**config.mk**
```make
export PLATFORM = sky130hd
export DESIGN_NAME = uart_tx_param
export DESIGN_NICKNAME = d
export VERILOG_FILES = /design/src/rtl/uart_pkg.sv /design/src/rtl/uart_sync_fifo.sv /design/src/rtl/uart_tx_param.sv
export SDC_FILE = /design/constraint.sdc
export NUM_CORES = 1
export LEC_CHECK = 0
export BUFFER_PORTS_ARGS = -buffer_cell sky130_fd_sc_hd__buf_4
export CAP_MARGIN = 20
export CORE_ASPECT_RATIO = 1.4
export CORE_MARGIN = 8
export CORE_UTILIZATION = 54
export CTS_CLUSTER_DIAMETER = 30
export DETAILED_ROUTE_END_ITERATION = 8
export PLACE_DENSITY = 0.76
export SETUP_SLACK_MARGIN = 0.1
export SKIP_LAST_GASP = 1
export SLEW_MARGIN = 20
export SYNTH_ARGS = -nofsm -noshare
export SYNTH_HDL_FRONTEND = slang
export SYNTH_SLANG_ARGS = --single-unit
```
**constraint.sdc**
```tcl
create_clock -name clk -period 1.6 [get_ports clk]
set_input_delay 0.24 -clock clk [delete_from_list [all_inputs] [get_ports clk]]
set_output_delay 0.24 -clock clk [all_outputs]
set_load 0.02 [all_outputs]
```
**src/rtl/uart_pkg.sv**
```systemverilog
// Shared UART definitions: frame-format enums, TX state encoding and baud default.
// Kept separate so the receive side can reuse the same encodings.
package uart_pkg;

    typedef enum logic [1:0] {
        PAR_NONE = 2'd0,
        PAR_EVEN = 2'd1,
        PAR_ODD  = 2'd2
    } parity_e;

    typedef enum logic [2:0] {
        ST_IDLE   = 3'd0,
        ST_START  = 3'd1,
        ST_DATA   = 3'd2,
        ST_PARITY = 3'd3,
        ST_STOP   = 3'd4
    } tx_state_e;

    localparam int CLKS_PER_BIT_DEFAULT = 1250;

endpackage

```
**src/rtl/uart_sync_fifo.sv**
```systemverilog
// Synchronous FIFO with occupancy count and a registered not-full flag.
// The head word is presented combinationally on rdata_o.
module uart_sync_fifo
    import uart_pkg::*;
#(
    parameter int WIDTH = 8,
    parameter int DEPTH = 4
) (
    input  logic                   clk,
    input  logic                   rst,
    input  logic                   push_i,
    input  logic                   pop_i,
    input  logic [WIDTH-1:0]       wdata_i,
    output logic [WIDTH-1:0]       rdata_o,
    output logic [$clog2(DEPTH):0] count_o,
    output logic                   ready_o
);

    localparam int AW = $clog2(DEPTH);

    logic [WIDTH-1:0] mem_q [DEPTH];
    logic [AW-1:0]    wr_q, rd_q;
    logic [AW:0]      count_q, count_d;
    logic             ready_q;
    logic             do_push, do_pop;

    assign do_push = push_i && ready_q;
    assign do_pop  = pop_i && (count_q != '0);

    always_comb begin
        count_d = count_q;
        if (do_push && !do_pop) begin
            count_d = count_q + 1'b1;
        end else if (!do_push && do_pop) begin
            count_d = count_q - 1'b1;
        end
    end

    always_ff @(posedge clk) begin
        if (rst) begin
            wr_q    <= '0;
            rd_q    <= '0;
            count_q <= '0;
            ready_q <= 1'b1;
        end else begin
            if (do_push) wr_q <= wr_q + 1'b1;
            if (do_pop)  rd_q <= rd_q + 1'b1;
            count_q <= count_d;
            ready_q <= (count_d != (AW+1)'(DEPTH));
        end
    end

    // Storage needs no reset; the count alone decides what is valid.
    always_ff @(posedge clk) begin
        if (do_push) mem_q[wr_q] <= wdata_i;
    end

    assign rdata_o = mem_q[rd_q];
    assign count_o = count_q;
    assign ready_o = ready_q;

endmodule

```
**src/rtl/uart_tx_param.sv**
```systemverilog
// Parametrised UART transmitter: FIFO-buffered words serialised LSB first,
// optional parity, 1 or 2 stop bits, back-to-back frames with no idle gap.
module uart_tx_param
    import uart_pkg::*;
#(
    parameter int CLKS_PER_BIT = CLKS_PER_BIT_DEFAULT,
    parameter int DATA_BITS    = 8,
    parameter int PARITY       = 0,
    parameter int STOP_BITS    = 1,
    parameter int FIFO_DEPTH   = 4
) (
    input  logic                        clk,
    input  logic                        rst,
    input  logic                        i_valid,
    output logic                        o_ready,
    input  logic [DATA_BITS-1:0]        i_data,
    output logic                        o_tx_serial,
    output logic                        o_busy,
    output logic                        o_tx_done,
    output logic [$clog2(FIFO_DEPTH):0] o_fifo_count
);

    localparam int CW   = $clog2(CLKS_PER_BIT);
    localparam int BW   = $clog2(DATA_BITS);
    localparam int CNTW = $clog2(FIFO_DEPTH) + 1;

    if (CLKS_PER_BIT < 4 || CLKS_PER_BIT > 65535) begin : g_bad_cpb
        $error("uart_tx_param: CLKS_PER_BIT must be 4..65535");
    end
    if (DATA_BITS < 5 || DATA_BITS > 9) begin : g_bad_db
        $error("uart_tx_param: DATA_BITS must be 5..9");
    end
    if (PARITY < 0 || PARITY > 2) begin : g_bad_par
        $error("uart_tx_param: PARITY must be 0, 1 or 2");
    end
    if (STOP_BITS < 1 || STOP_BITS > 2) begin : g_bad_stop
        $error("uart_tx_param: STOP_BITS must be 1 or 2");
    end
    if (FIFO_DEPTH < 2 || (FIFO_DEPTH & (FIFO_DEPTH - 1)) != 0) begin : g_bad_depth
        $error("uart_tx_param: FIFO_DEPTH must be a power of two >= 2");
    end

    tx_state_e            state_q, state_d;
    logic [CW-1:0]        cnt_q, cnt_d;
    logic [BW-1:0]        bit_q, bit_d;
    logic                 stop_q, stop_d;
    logic [DATA_BITS-1:0] shift_q, shift_d;
    logic                 par_q, par_d;
    logic                 tx_q, tx_d;
    logic                 fin_q, done_q, busy_q;
    logic                 fin, pop, bit_end, not_empty, push_ok, fifo_nz_d;

    logic [DATA_BITS-1:0] fifo_rdata;
    logic [CNTW-1:0]      fifo_count;
    logic                 fifo_ready;

    uart_sync_fifo #(.WIDTH(DATA_BITS), .DEPTH(FIFO_DEPTH)) u_fifo (
        .clk     (clk),
        .rst     (rst),
        .push_i  (i_valid),
        .pop_i   (pop),
        .wdata_i (i_data),
        .rdata_o (fifo_rdata),
        .count_o (fifo_count),
        .ready_o (fifo_ready)
    );

    assign bit_end   = (cnt_q == CW'(CLKS_PER_BIT - 1));
    assign not_empty = (fifo_count != '0);
    assign push_ok   = i_valid && fifo_ready;
    assign fifo_nz_d = push_ok || (fifo_count > CNTW'(1)) || (fifo_count == CNTW'(1) && !pop);

    always_comb begin
        state_d = state_q;
        cnt_d   = cnt_q;
        bit_d   = bit_q;
        stop_d  = stop_q;
        shift_d = shift_q;
        par_d   = par_q;
        pop     = 1'b0;
        fin     = 1'b0;
        if (state_q == ST_IDLE) cnt_d = '0;
        else                    cnt_d = bit_end ? '0 : cnt_q + 1'b1;
        case (state_q)
            ST_IDLE: begin
                if (not_empty) begin
                    pop     = 1'b1;
                    state_d = ST_START;
                end
            end
            ST_START: begin
                if (bit_end) begin
                    state_d = ST_DATA;
                    bit_d   = '0;
                end
            end
            ST_DATA: begin
                if (bit_end) begin
                    par_d   = par_q ^ shift_q[0];
                    shift_d = shift_q >> 1;
                    bit_d   = bit_q + 1'b1;
                    stop_d  = 1'b0;
                    if (bit_q == BW'(DATA_BITS - 1))
                        state_d = (PARITY != 0) ? ST_PARITY : ST_STOP;
                end
            end
            ST_PARITY: begin
                if (bit_end) begin
                    state_d = ST_STOP;
                    stop_d  = 1'b0;
                end
            end
            ST_STOP: begin
                if (bit_end) begin
                    if (stop_q == 1'(STOP_BITS - 1)) begin
                        fin = 1'b1;
                        // Pop straight into the next start bit to keep frames gapless.
                        if (not_empty) begin
                            pop     = 1'b1;
                            state_d = ST_START;
                        end else begin
                            state_d = ST_IDLE;
                        end
                    end else begin
                        stop_d = 1'b1;
                    end
                end
            end
            default: state_d = ST_IDLE;
        endcase
        if (pop) begin
            shift_d = fifo_rdata;
            par_d   = 1'b0;
        end
    end

    always_comb begin
        case (state_q)
            ST_START:  tx_d = 1'b0;
            ST_DATA:   tx_d = shift_q[0];
            ST_PARITY: tx_d = par_q ^ (PARITY == int'(PAR_ODD));
            default:   tx_d = 1'b1;
        endcase
    end

    // The line is registered from the state, so tx_done trails the FSM by two stages.
    always_ff @(posedge clk) begin
        if (rst) begin
            state_q <= ST_IDLE;
            cnt_q   <= '0;
            bit_q   <= '0;
            stop_q  <= 1'b0;
            shift_q <= '0;
            par_q   <= 1'b0;
            tx_q    <= 1'b1;
            fin_q   <= 1'b0;
            done_q  <= 1'b0;
            busy_q  <= 1'b0;
        end else begin
            state_q <= state_d;
            cnt_q   <= cnt_d;
            bit_q   <= bit_d;
            stop_q  <= stop_d;
            shift_q <= shift_d;
            par_q   <= par_d;
            tx_q    <= tx_d;
            fin_q   <= fin;
            done_q  <= fin_q;
            busy_q  <= (state_d != ST_IDLE) || fifo_nz_d;
        end
    end

    assign o_tx_serial  = tx_q;
    assign o_tx_done    = done_q;
    assign o_busy       = busy_q;
    assign o_ready      = fifo_ready;
    assign o_fifo_count = fifo_count;

endmodule

```
* Word level (Yosys, flattened, before mapping)
Memories as Yosys holds them, arrays and structs flattened. A register that Yosys moved wholly into a read port is not among the register bits. Cells that the tools add are included.
Cells by class: add/sub/neg operators 6, $mul 0, div/mod/pow operators 0, order comparisons 1, equal/unequal tests 12, shifts and indexed selects 0, mux-type cells 31, bitwise logic cells 3, reductions and logical operators 26
Operator list (number):
- 2-to-1 mux 3 bit | 11
- 2-to-1 mux 8 bit | 3
- case mux 3 bit (5 select lines) | 1
- adder 11 x 1 -> 11 bit, second input constant | 1
- == test 11 bit, second input constant | 1
- 2-to-1 mux 1 bit | 10
- nonzero test 2 bit | 4
- adder 3 x 1 -> 3 bit, second input constant | 2
- == test 3 x 1 -> 1 bit, second input constant | 2
- == test 3 x 2 -> 1 bit, second input constant | 2
- == test 3 bit, second input constant | 2
- != test 2 bit, second input constant | 3
- case mux 3 bit (2 select lines) | 1
- AND reduction 3 bit | 2
- nonzero test 3 bit | 2
- OR reduction 3 bit | 2
- logical AND 1 bit | 5
- adder 2 x 1 -> 2 bit, second input constant | 2
- 2-to-1 mux 2 bit | 2
- case mux 1 bit (2 select lines) | 2
- AND reduction 2 bit | 2
- OR reduction 2 bit | 2
- > comparator 3 x 1 -> 1 bit, second input constant | 1
- logical NOT 1 bit | 3
- 8 further kinds | 11
Storage, ports and cells: register bits 39, bits in latches 0, RAM bits 32, memory bits (read-only) 0, input port bits 11, output and inout port bits 7, logic and storage cells 94, memories kept 1
Memory list:
- u_fifo.mem_q | words 4, width 8, read ports 1, clocked after Yosys merged registers in 1, wr ports 1, RTL line uart_sync_fifo.sv:21 | logic [WIDTH-1:0] mem_q [DEPTH];

* Logic depth before layout (Yosys ltp)
Gate-level depths: netlist (run 1).
depth in word-level cells 10, mapped depth 8, mapped depth without buffers 7

* By module
A second synthesis (run 1) with hierarchy kept.
Unflattened totals: cells, all modules 257, area, all modules 3110.5 µm²
Modules (own cells, without submodules):
- uart_sync_fifo | times used 1, cells an instance 104, area an instance 1731.7 µm², seq. area each 1161.1 µm²
- uart_tx_param | times used 1, cells an instance 153, area an instance 1378.8 µm², seq. area each 600.6 µm²

* Worst setup path after synthesis (run 1)
No wires, ideal clock.
path kind reg2reg, start register cnt_q[1], end register u_fifo.ready_q, in the netlist u_fifo.ready_o, setup time 87 ps, data arrival time 1680 ps, required time 1513 ps, setup slack -167 ps, stages on the path, launching flop included 8, path buffers 0, clock period less this slack 1767 ps, cells stage by stage dfxtp_1 > inv_1 > ha_1 > and4bb_1 > a31oi_2 > nor2_1 > and3_1 > o31ai_1
On the way: word-level cells in the longest chain between the ends 8, elaborated cells between the ends (all ways) 10, those cells by class eq/ne: 2; mux: 4; reduce/logical: 4
Ends and longest elaborated chain:
- start, declared | RTL line uart_tx_param.sv:44 | logic [CW-1:0] cnt_q, cnt_d;
- start signal, assigned | RTL line uart_tx_param.sv:161 | cnt_q <= cnt_d;
- == test 11 bit * | RTL line uart_tx_param.sv:68 | assign bit_end = (cnt_q == CW'(CLKS_PER_BIT - 1));
- 2-to-1 mux 1 bit * | RTL line uart_tx_param.sv:114 | if (bit_end) begin
- case mux 1 bit (2 select lines) * | RTL line uart_tx_param.sv:84 | case (state_q)
- logical AND 1 bit * | RTL line uart_sync_fifo.sv:28 | assign do_pop = pop_i && (count_q != '0);
- logical AND 1 bit / logical NOT 1 bit (equally long branches) | RTL line uart_sync_fifo.sv:34, uart_sync_fifo.sv:32
- 2-to-1 mux 3 bit / logical AND 1 bit (equally long branches) | RTL line uart_sync_fifo.sv:34, uart_sync_fifo.sv:32
- 2-to-1 mux 3 bit * | RTL line uart_sync_fifo.sv:32 | if (do_push && !do_pop) begin
- != test 3 bit * | RTL line uart_sync_fifo.sv:49 | ready_q <= (count_d != (AW+1)'(DEPTH));
- end signal, assigned | RTL line uart_sync_fifo.sv:49
- end, declared | RTL line uart_sync_fifo.sv:24 | logic ready_q;
Every way passes the cells marked *; elsewhere a longest branch is shown, timed or not. A chain may end at the register's enable or synchronous reset.

* Worst setup path in the final report (run 1)
start register cnt_q[1], end register shift_q[0]
On the way: word-level cells in the longest chain between the ends 5, elaborated cells between the ends (all ways) 7, those cells by class eq/ne: 1; mux: 3; reduce/logical: 3
Ends and longest elaborated chain:
- == test 11 bit * | RTL line uart_tx_param.sv:68
- 2-to-1 mux 1 bit | RTL line uart_tx_param.sv:114
- case mux 1 bit (2 select lines) | RTL line uart_tx_param.sv:84
- nonzero test 2 bit (no line)
- AND reduction 2 bit (no line)
- end signal, assigned | RTL line uart_tx_param.sv:164 | shift_q <= shift_d;
- end, declared | RTL line uart_tx_param.sv:47 | logic [DATA_BITS-1:0] shift_q, shift_d;
Marked as above.

==> results.toml, run 1 <==
[outcome]
status = "complete, but fails checks"
violations = "negative setup slack"

[timing]
slew_violations = 0
fin_crit_sh_pct = 108.5
max_clock_freq_ghz = 0.5760
tns_ps = -2008
worst_pin_slew_ps = 433.5
fin_ws_ps = -136.0
relSlewSlack_pct = 71.10
setup_viol = 24
grt_setup_unrepaired = "yes"
period_minus_slack_ps = 1736
fin_skew_ps = 8.646
hold_viol = 0

[global_route]
grt_util_met2_pct = 27.36
gr-usage-met3_pct = 4.561
grt_pass1_vias = 2328
grt_pass1_wl_mm = 11.24
grt_overflow = 0
grt_max_degree = 16
grt_util_met1_pct = 19.94
antenna_found_initial = 0
top_usage_layer = "met2"
track_usage_pct = 16.85

[place]
pre_cts_ws_ps = -197.1
place_congestion = 0.8968
numPortBuffers = 17
dp_hpwl_mm = 4.429

[synthesis]
synth_xor_xnor_area_share_pct = 3.641
synth.most_common_cell = "dfxtp_1"
yosys.area.top_type = "edfxtp_1"
synth_top_area_share_pct = 30.73
synthAdderAreaFrac_pct = 4.802
synth_compound_area_share_pct = 10.12
synth_simple_gate_area_share_pct = 16.41
yosys_warnings = 0
synth_area_um2 = 3127
synthTopCellsByCount = "dfxtp_1, edfxtp_1, nor2_1"
muxShareOfSynthArea_pct = 5.762
synth_edf_count = 32
synth_top_cells_by_area = "edfxtp_1, dfxtp_1, mux4_2"
synth_async_sr_flop_share_pct = 0
avgSynthCellArea_um2 = 11.75
synth_top_family_by_area = "simple AND/OR/NAND/NOR gates"
synth_cell_types = 50
seq_area_frac_synth_pct = 56.34
synth_nets = 289
syn_inst = 266
synth_ff_type = "dfxtp_1"
synth.ff_latch_count = 72

[power_and_ir_drop]
ir_worst_vdd_uv = 1323
power_mw = 6.082
p_per_area_nw_per_um2 = 1454
p_leak_nw = 1.568

[clocking]
htreeDepth = 3
cts.sinks = 72
path_clk_slew_ps = 80
clk_latency_ps = 350
cts_max_path_buffers = 2
cts_tree = "built"
cts.root.buffer_cell = "clkbuf_8"
cts_made_buffers = 9

[worst_setup_path]
crit_required_ps = 1890
cp-start-kind = "flip-flop"
arrival_ps = 2030
endpoint_kind = "flip-flop"
crit_type = "reg2reg"
path_max_fanout = 7
reg2reg_slack_ps = -140
critPathLaunch = "cnt_q[1]"
timing.rr.start = "cnt_q[1]"
rr_endpoint = "shift_q[0]"
rr_worst_depth = 9

[die]
die_h_um = 106.0
start_util_pct = 54.48
coreArea_um2 = 5739
die_w_um = 80.31
row_count = 33
die_area_um2 = 8516
pin_count = 18

[route]
antenna_left = 0
routed_via_density = 5.662
drc = 0
routed_wl_mm = 6.844
wl_per_cell_um = 16.90
drt_pass1_iterations = 4
drtIter0Drc = 155
vias = 2293

[final_layout]
diodes = 0
final_nets = 353
area.growth.synth_to_final_pct = 33.81
drive_above_1_share_pct = 43.88

[min_path]
hold_depth = 1
hold-path-endpoint = "u_fifo.mem_q[2][5]"
hold_class = "in2reg"
hold_start = "i_data[5]"

[flow_run]
drv_cap = 0
## power breakdown
part | leakage (nW) | total, mW | switching, mW | internal, mW
sequential | 0.623 | 2.44 | 0.224 | 2.21
clock | 0.107 | 1.50 | 0.748 | 0.752
combinational | 0.838 | 2.14 | 1.18 | 0.961
## kinds of logic after synthesis
group | count (synthesis)
flip-flops | 72
buffers and inverters | 22
AO/OA/AOI/OAI | 45
adder cells (fa/ha/maj) | 12
XOR/XNOR | 13
AND/OR/NAND/NOR | 94
multiplexers | 8
## placed cells by master (no fill, tap or decap), types with 3 or more instances in the layout
cell type   n
buf_4      55
dfxtp_1    34
edfxtp_1   32
nor2_1     23
nand2_1    20
a21oi_1    11
ha_1       10
clkbuf_8    9
inv_1       8
mux4_2      8
nor3_2      8
xnor2_1     6
xor2_1      6
buf_6       6
and3_1      5
nand3_1     5
a22oi_2     5
dfxtp_2     5
o21ai_0     4
inv_2       3
o211ai_1    3
and4_1      3
o41ai_2     3
nor2_2      3
inv_6       3
## registers in the layout (all words and copies together), names as in the netlist, named ones only
name            flops
o_tx_serial         1
par_q               1
state_q             3
fin_q               1
u_fifo.count_o      3
u_fifo.rd_q         2
o_tx_done           1
u_fifo.ready_o      1
u_fifo.wr_q         2
bit_q               3
o_busy              1
cnt_q              11
u_fifo.mem_q       32
shift_q             8
## what timing repair did
item / CTS / global route
resized for setup: 30 / 22
pin swaps: 19 / 12
cloned: 1 / 0
setup endpoints to repair: 33 / 35
hold buffers: 0 / 0
buffers inserted: 4 / 3
## per-stage QoR
step | util [%] | std cells | hold WS (ps) | instance area [um2]
2_1_floorplan | - | 266 | 338.9 | 3179
3_3_place_gp | 63.77 | 381 | 418.3 | 3660
3_5_place_dp | 63.77 | 381 | 432.6 | 3660
4_1_cts | 70.61 | 402 | 69.74 | 4053
5_1_grt | 72.90 | 405 | 63.55 | 4184
6_report | 72.90 | 405 | 79.11 | 4184
## cell type report
| type | count | area (um2) |
|---|---|---|
| flip-flops and latches | 72 | 1772 |
| well taps | 70 | 87.58 |
| multi-input cells | 173 | 1554 |
| clock inverters | 7 | 85.08 |
| inverters | 11 | 41.29 |
| clock buffers | 9 | 123.9 |
| repair buffers | 63 | 520.5 |
| fillers | 372 | 1555 |
## layer usage
layer	share of wire (%)	vias to the layer above
met5	0	-
met4	2.5	0
met3	3.6	15
met2	52	45
met1	42	1125
li1	-	1108
## worst max-delay path, stage by stage, from the launching register on
cell	delay, ps
dfxtp_2	330
inv_2	60
ha_4	120
and4bb_2	280
buf_6	120
a31oi_4	90
buf_6	160
nor2_2	260
a22oi_1	120
a21oi_1	130
## worst max-delay path by stage
stage	cells past startpoint	endpoint	slack (ps)
6_report	9	shift_q[0]	-140
5_1_grt	9	u_fifo.count_o[1]	-200
4_1_cts	9	u_fifo.count_o[1]	-100
3_5_place_dp	5	shift_q[5]	-200
3_3_place_gp	5	u_fifo.ready_o	-130
2_1_floorplan	5	u_fifo.ready_o	-90
Power figures use the tool's default switching activity.
==> run 2: changes to the inputs <==
Settings changed: CORE_UTILIZATION 54 to 59, PLACE_DENSITY 0.76 to 0.79.
Clock period 1.6 ns to 2.1 ns, I/O delays scaled along.
==> run 2 against run 1 <==
  * The run now ends clean
  * Largest power group unchanged
  * Critical path depth is 2 lower
  * Total power down 32%
  * Combinational power shrank 49%
  * Die area shrank 7.0%
  * Via count fell by 7.9%
==> results.toml, run 2 (synthesis results as in run 1) <==
[final_layout]
final_nets = 312
final_cell_area_um2 = 3588
utilization_pct = 69.56
diodes = 0
top_regs = "u_fifo.mem_q x32, cnt_q x11, shift_q x8"
final_common_cell = "dfxtp_1"
largest_reg_flops = 32
top_register = "u_fifo.mem_q"
drive_above_1_share_pct = 21.09
layout_common_cells = "dfxtp_1, edfxtp_1, nor2_1"
area.growth.synth_to_final_pct = 14.77
multiInputGateArea_um2 = 1315
seqCellArea_um2 = 1764
n_fill_cell = 356

[global_route]
grt_pass1_wl_mm = 9.818
grt_max_degree = 28
track_usage_pct = 15.85
antenna_found_initial = 0
grt_overflow = 0
grt_pass1_vias = 2113

[flow_run]
drv_cap = 0

[die]
start_util_pct = 60.61
die_w_um = 77.53
pin_count = 18
die_area_um2 = 7918
row_count = 31
coreArea_um2 = 5159
die_h_um = 102.1

[worst_setup_path]
critPathLaunch = "cnt_q[1]"
arrival_ps = 2140
crit_type = "reg2reg"
cp-start-kind = "flip-flop"
endpoint_kind = "flip-flop"
crit_required_ps = 2340
path_max_fanout = 6
timing.rr.start = "cnt_q[1]"

[timing]
max_clock_freq_ghz = 0.5271
setup_viol = 0
hold_viol = 0
fin_crit_sh_pct = 90.35
fin_skew_ps = 10.77
tns_ps = 0
grt_setup_unrepaired = "no"
worst_hold_slack_ps = 170.6
slew_violations = 0
worst_pin_slew_ps = 853.9
relSlewSlack_pct = 42.83
period_minus_slack_ps = 1897

[outcome]
status = "finished clean"

[route]
drtIter0Drc = 219
drt_pass1_iterations = 5
wl_per_cell_um = 16.03
vias = 2111
routed_via_density = 5.864
drc = 0
antenna_left = 0
routed_wl_mm = 5.769

[place]
numPortBuffers = 17
place_congestion = 0.7843
postPlaceCellArea_um2 = 3317
dp_hpwl_mm = 3.984

[clocking]
clk_latency_ps = 340
cts_made_buffers = 9
holdBufCountCts = 0
cts_tree = "built"
htreeDepth = 3
cts.sinks = 72
cts_max_path_buffers = 2
path_clk_slew_ps = 80
cts.root.buffer_cell = "clkbuf_8"

[power_and_ir_drop]
p_leak_nw = 1.270
ir_worst_vdd_uv = 598.0
p_per_area_nw_per_um2 = 1160
power_mw = 4.164

[min_path]
hold_class = "in2reg"
hold_start = "i_data[5]"
==> run 2: path summary, 6_finish.rpt <==
kind | slack (ps) | endpoint | cells after the start
worst max-delay path | 200 | u_fifo.ready_o | 7
worst max register to register | 200 | u_fifo.ready_o | 7
worst min register to register | 460 | o_tx_done | 1
worst min-delay path | 170 | u_fifo.mem_q[2][5] | 1
==> run 2: final cells by class <==
cell class / instances / area share [%]
Sequential cell: 72 / 49.16
Multi-Input combinational cell: 172 / 36.65
Timing Repair Buffer: 23 / 4.812
Clock buffer: 10 / 3.556
Clock inverter: 6 / 2.371
Tap cell: 66 / 2.301
Inverter: 11 / 1.151
==> run 2: timing repair <==
action / in CTS / in global routing
resized for setup: 0 / 9
endpoints found under the hold margin: 0 / 0
setup endpoints to repair: 0 / 9
setup buffers: 0 / 2
==> run 2: critical path, cell delays in order, from the launching register on <==
cell and delay (ps):
dfxtp_1 380, inv_1 60, ha_1 190, and4bb_2 280, a31oi_4 260, nor2_1 150
and3_1 210, o31ai_1 270
==> run 2: metal layers <==
layer	up-vias	routed length, um	track usage [%]
met2	42	3100	28.35
met5	-	0	0
met4	0	112	7.580
met1	1039	2360	17.09
li1	1019	-	-
met3	11	195	4.049
==> run 2: power by group <==
group / internal [mW] / switching (mW)
Clock: 0.665 / 0.504
Sequential: 1.68 / 0.207
Combinational: 0.487 / 0.617
Total: 2.84 / 1.33
==> run 2: metrics by stage <==
step	std cells	setup WS, ps
detailed placement	342	208.2
floorplan	266	333.1
CTS	358	170.5
global route	360	95.51
finish	360	202.7
global placement	342	247.5
==> run 3: changes to the inputs <==
Clock period 2.1 ns to 1.95 ns, I/O delays scaled along.
==> run 3 against run 2 <==
  * Non-clock buffer count grew 12
  * First-iteration DRC count shrank 11%
  * Worst hold slack lost 25 ps
  * Clock-buffer cell count shrank 1
  * Sequential power grew 5%
  * Critical path depth shrank 1
  * Register-to-register slack lost 120 ps
  * Combinational power grew 25%
  * Worst setup slack lost 120 ps
  * Sequential share of layout area shrank 1.2 points
  * Cell count grew 3.9%
  * Die area is the same
  * Critical path type unchanged
  * Highest routed layer unchanged
==> results.toml, run 3 (synthesis results as in run 1) <==
[final_layout]
utilization_pct = 71.55
top_register = "u_fifo.mem_q"
final_cells = 374
final_common_cell = "dfxtp_1"
final_nets = 326
drive_above_1_share_pct = 27.27
layout_common_cells = "dfxtp_1, buf_4, edfxtp_1"
area.growth.synth_to_final_pct = 18.05
diodes = 0
top_regs = "u_fifo.mem_q x32, cnt_q x11, shift_q x8"
n_fill_cell = 354
seqCellArea_um2 = 1770
multiInputGateArea_um2 = 1368
final_cell_area_um2 = 3691
largest_reg_flops = 32

[global_route]
grt_overflow = 0
antenna_found_initial = 0
grt_pass1_wl_mm = 9.349
grt_pass1_vias = 2056
grt_max_degree = 28
track_usage_pct = 15.39

[timing]
worst_hold_slack_ps = 145.2
period_minus_slack_ps = 1866
grt_setup_unrepaired = "yes"
max_clock_freq_ghz = 0.5359
fin_crit_sh_pct = 95.69
setup_viol = 0
worst_pin_slew_ps = 511.7
tns_ps = 0
slew_violations = 0
fin_skew_ps = 7.408
relSlewSlack_pct = 65.66
fin_ws_ps = 84.00
hold_viol = 0

[die]
pin_count = 18
die_h_um = 102.1
row_count = 31
coreArea_um2 = 5159
start_util_pct = 60.61
die_w_um = 77.53
die_area_um2 = 7918

[worst_setup_path]
arrival_ps = 2100
crit_family = "simple AND/OR/NAND/NOR gates"
cp-start-kind = "flip-flop"
endpoint_kind = "flip-flop"
path_buf_inv = 1
reg2reg_slack_ps = 80
cpPeakStageDelay_ps = 560
cp_cell_sequence = "or4b_4, o31ai_4, buf_6, a21oi_4, nor4_2, o31ai_1"
path_max_fanout = 6
critPathSlowestCell = "or4b_4"
crit_type = "reg2reg"
crit_required_ps = 2180

[clocking]
cts.sinks = 72
cts.root.buffer_cell = "clkbuf_8"
cts_made_buffers = 9
cts_tree = "built"
cts_max_path_buffers = 2
htreeDepth = 3
clk_latency_ps = 350
path_clk_slew_ps = 80
holdBufCountCts = 0

[route]
antenna_left = 0
wl_per_cell_um = 16.29
vias = 2124
drtIter0Drc = 195
drt_pass1_iterations = 4
drc = 0
routed_wl_mm = 6.093
routed_via_density = 5.679

[place]
numPortBuffers = 17
dp.cells = 349
dp_hpwl_mm = 3.947
postPlaceCellArea_um2 = 3369
place_congestion = 0.8266
pre_cts_ws_ps = 67.62

[power_and_ir_drop]
p_leak_nw = 1.319
power_mw = 4.338
ir_worst_vdd_uv = 765.5
p_per_area_nw_per_um2 = 1175

[outcome]
status = "finished clean"

[min_path]
hold_class = "in2reg"

[flow_run]
drv_cap = 0
run 3: power by group:
part	switching, mW	internal, mW
Sequential	0.170	1.81
Combinational	0.775	0.603
Clock	0.531	0.445
Total	1.48	2.86
run 3: final timing paths:
kind | from | end | cells after the start
min reg2reg | fin_q | o_tx_done | 1
min | i_data[6] | u_fifo.mem_q[0][6] | 1
max reg2reg | cnt_q[2] | u_fifo.ready_o | 6
max | cnt_q[2] | u_fifo.ready_o | 6
run 3: area by class of cell:
type	count	share of cell area [%]
inverters	11	1.119
multi-input cells	174	37.05
clock inverters	7	1.051
clock buffers	9	3.356
well taps	66	2.237
repair buffers	35	7.220
flip-flops and latches	72	47.97
run 3: routing by layer:
metal / routed length (um) / share of wire, % / global-route usage, %
met2: 3261 / 54 / 27.37
met3: 180 / 3.0 / 3.873
met5: 0 / 0 / 0
met1: 2552 / 42 / 16.24
met4: 98 / 1.6 / 8.746
run 3: repair_timing:
item | CTS | global route
pin swaps | 0 | 5
gates cloned | 0 | 2
setup buffers | 1 | 6
resized for setup | 4 | 18
setup endpoints to repair | 6 | 24
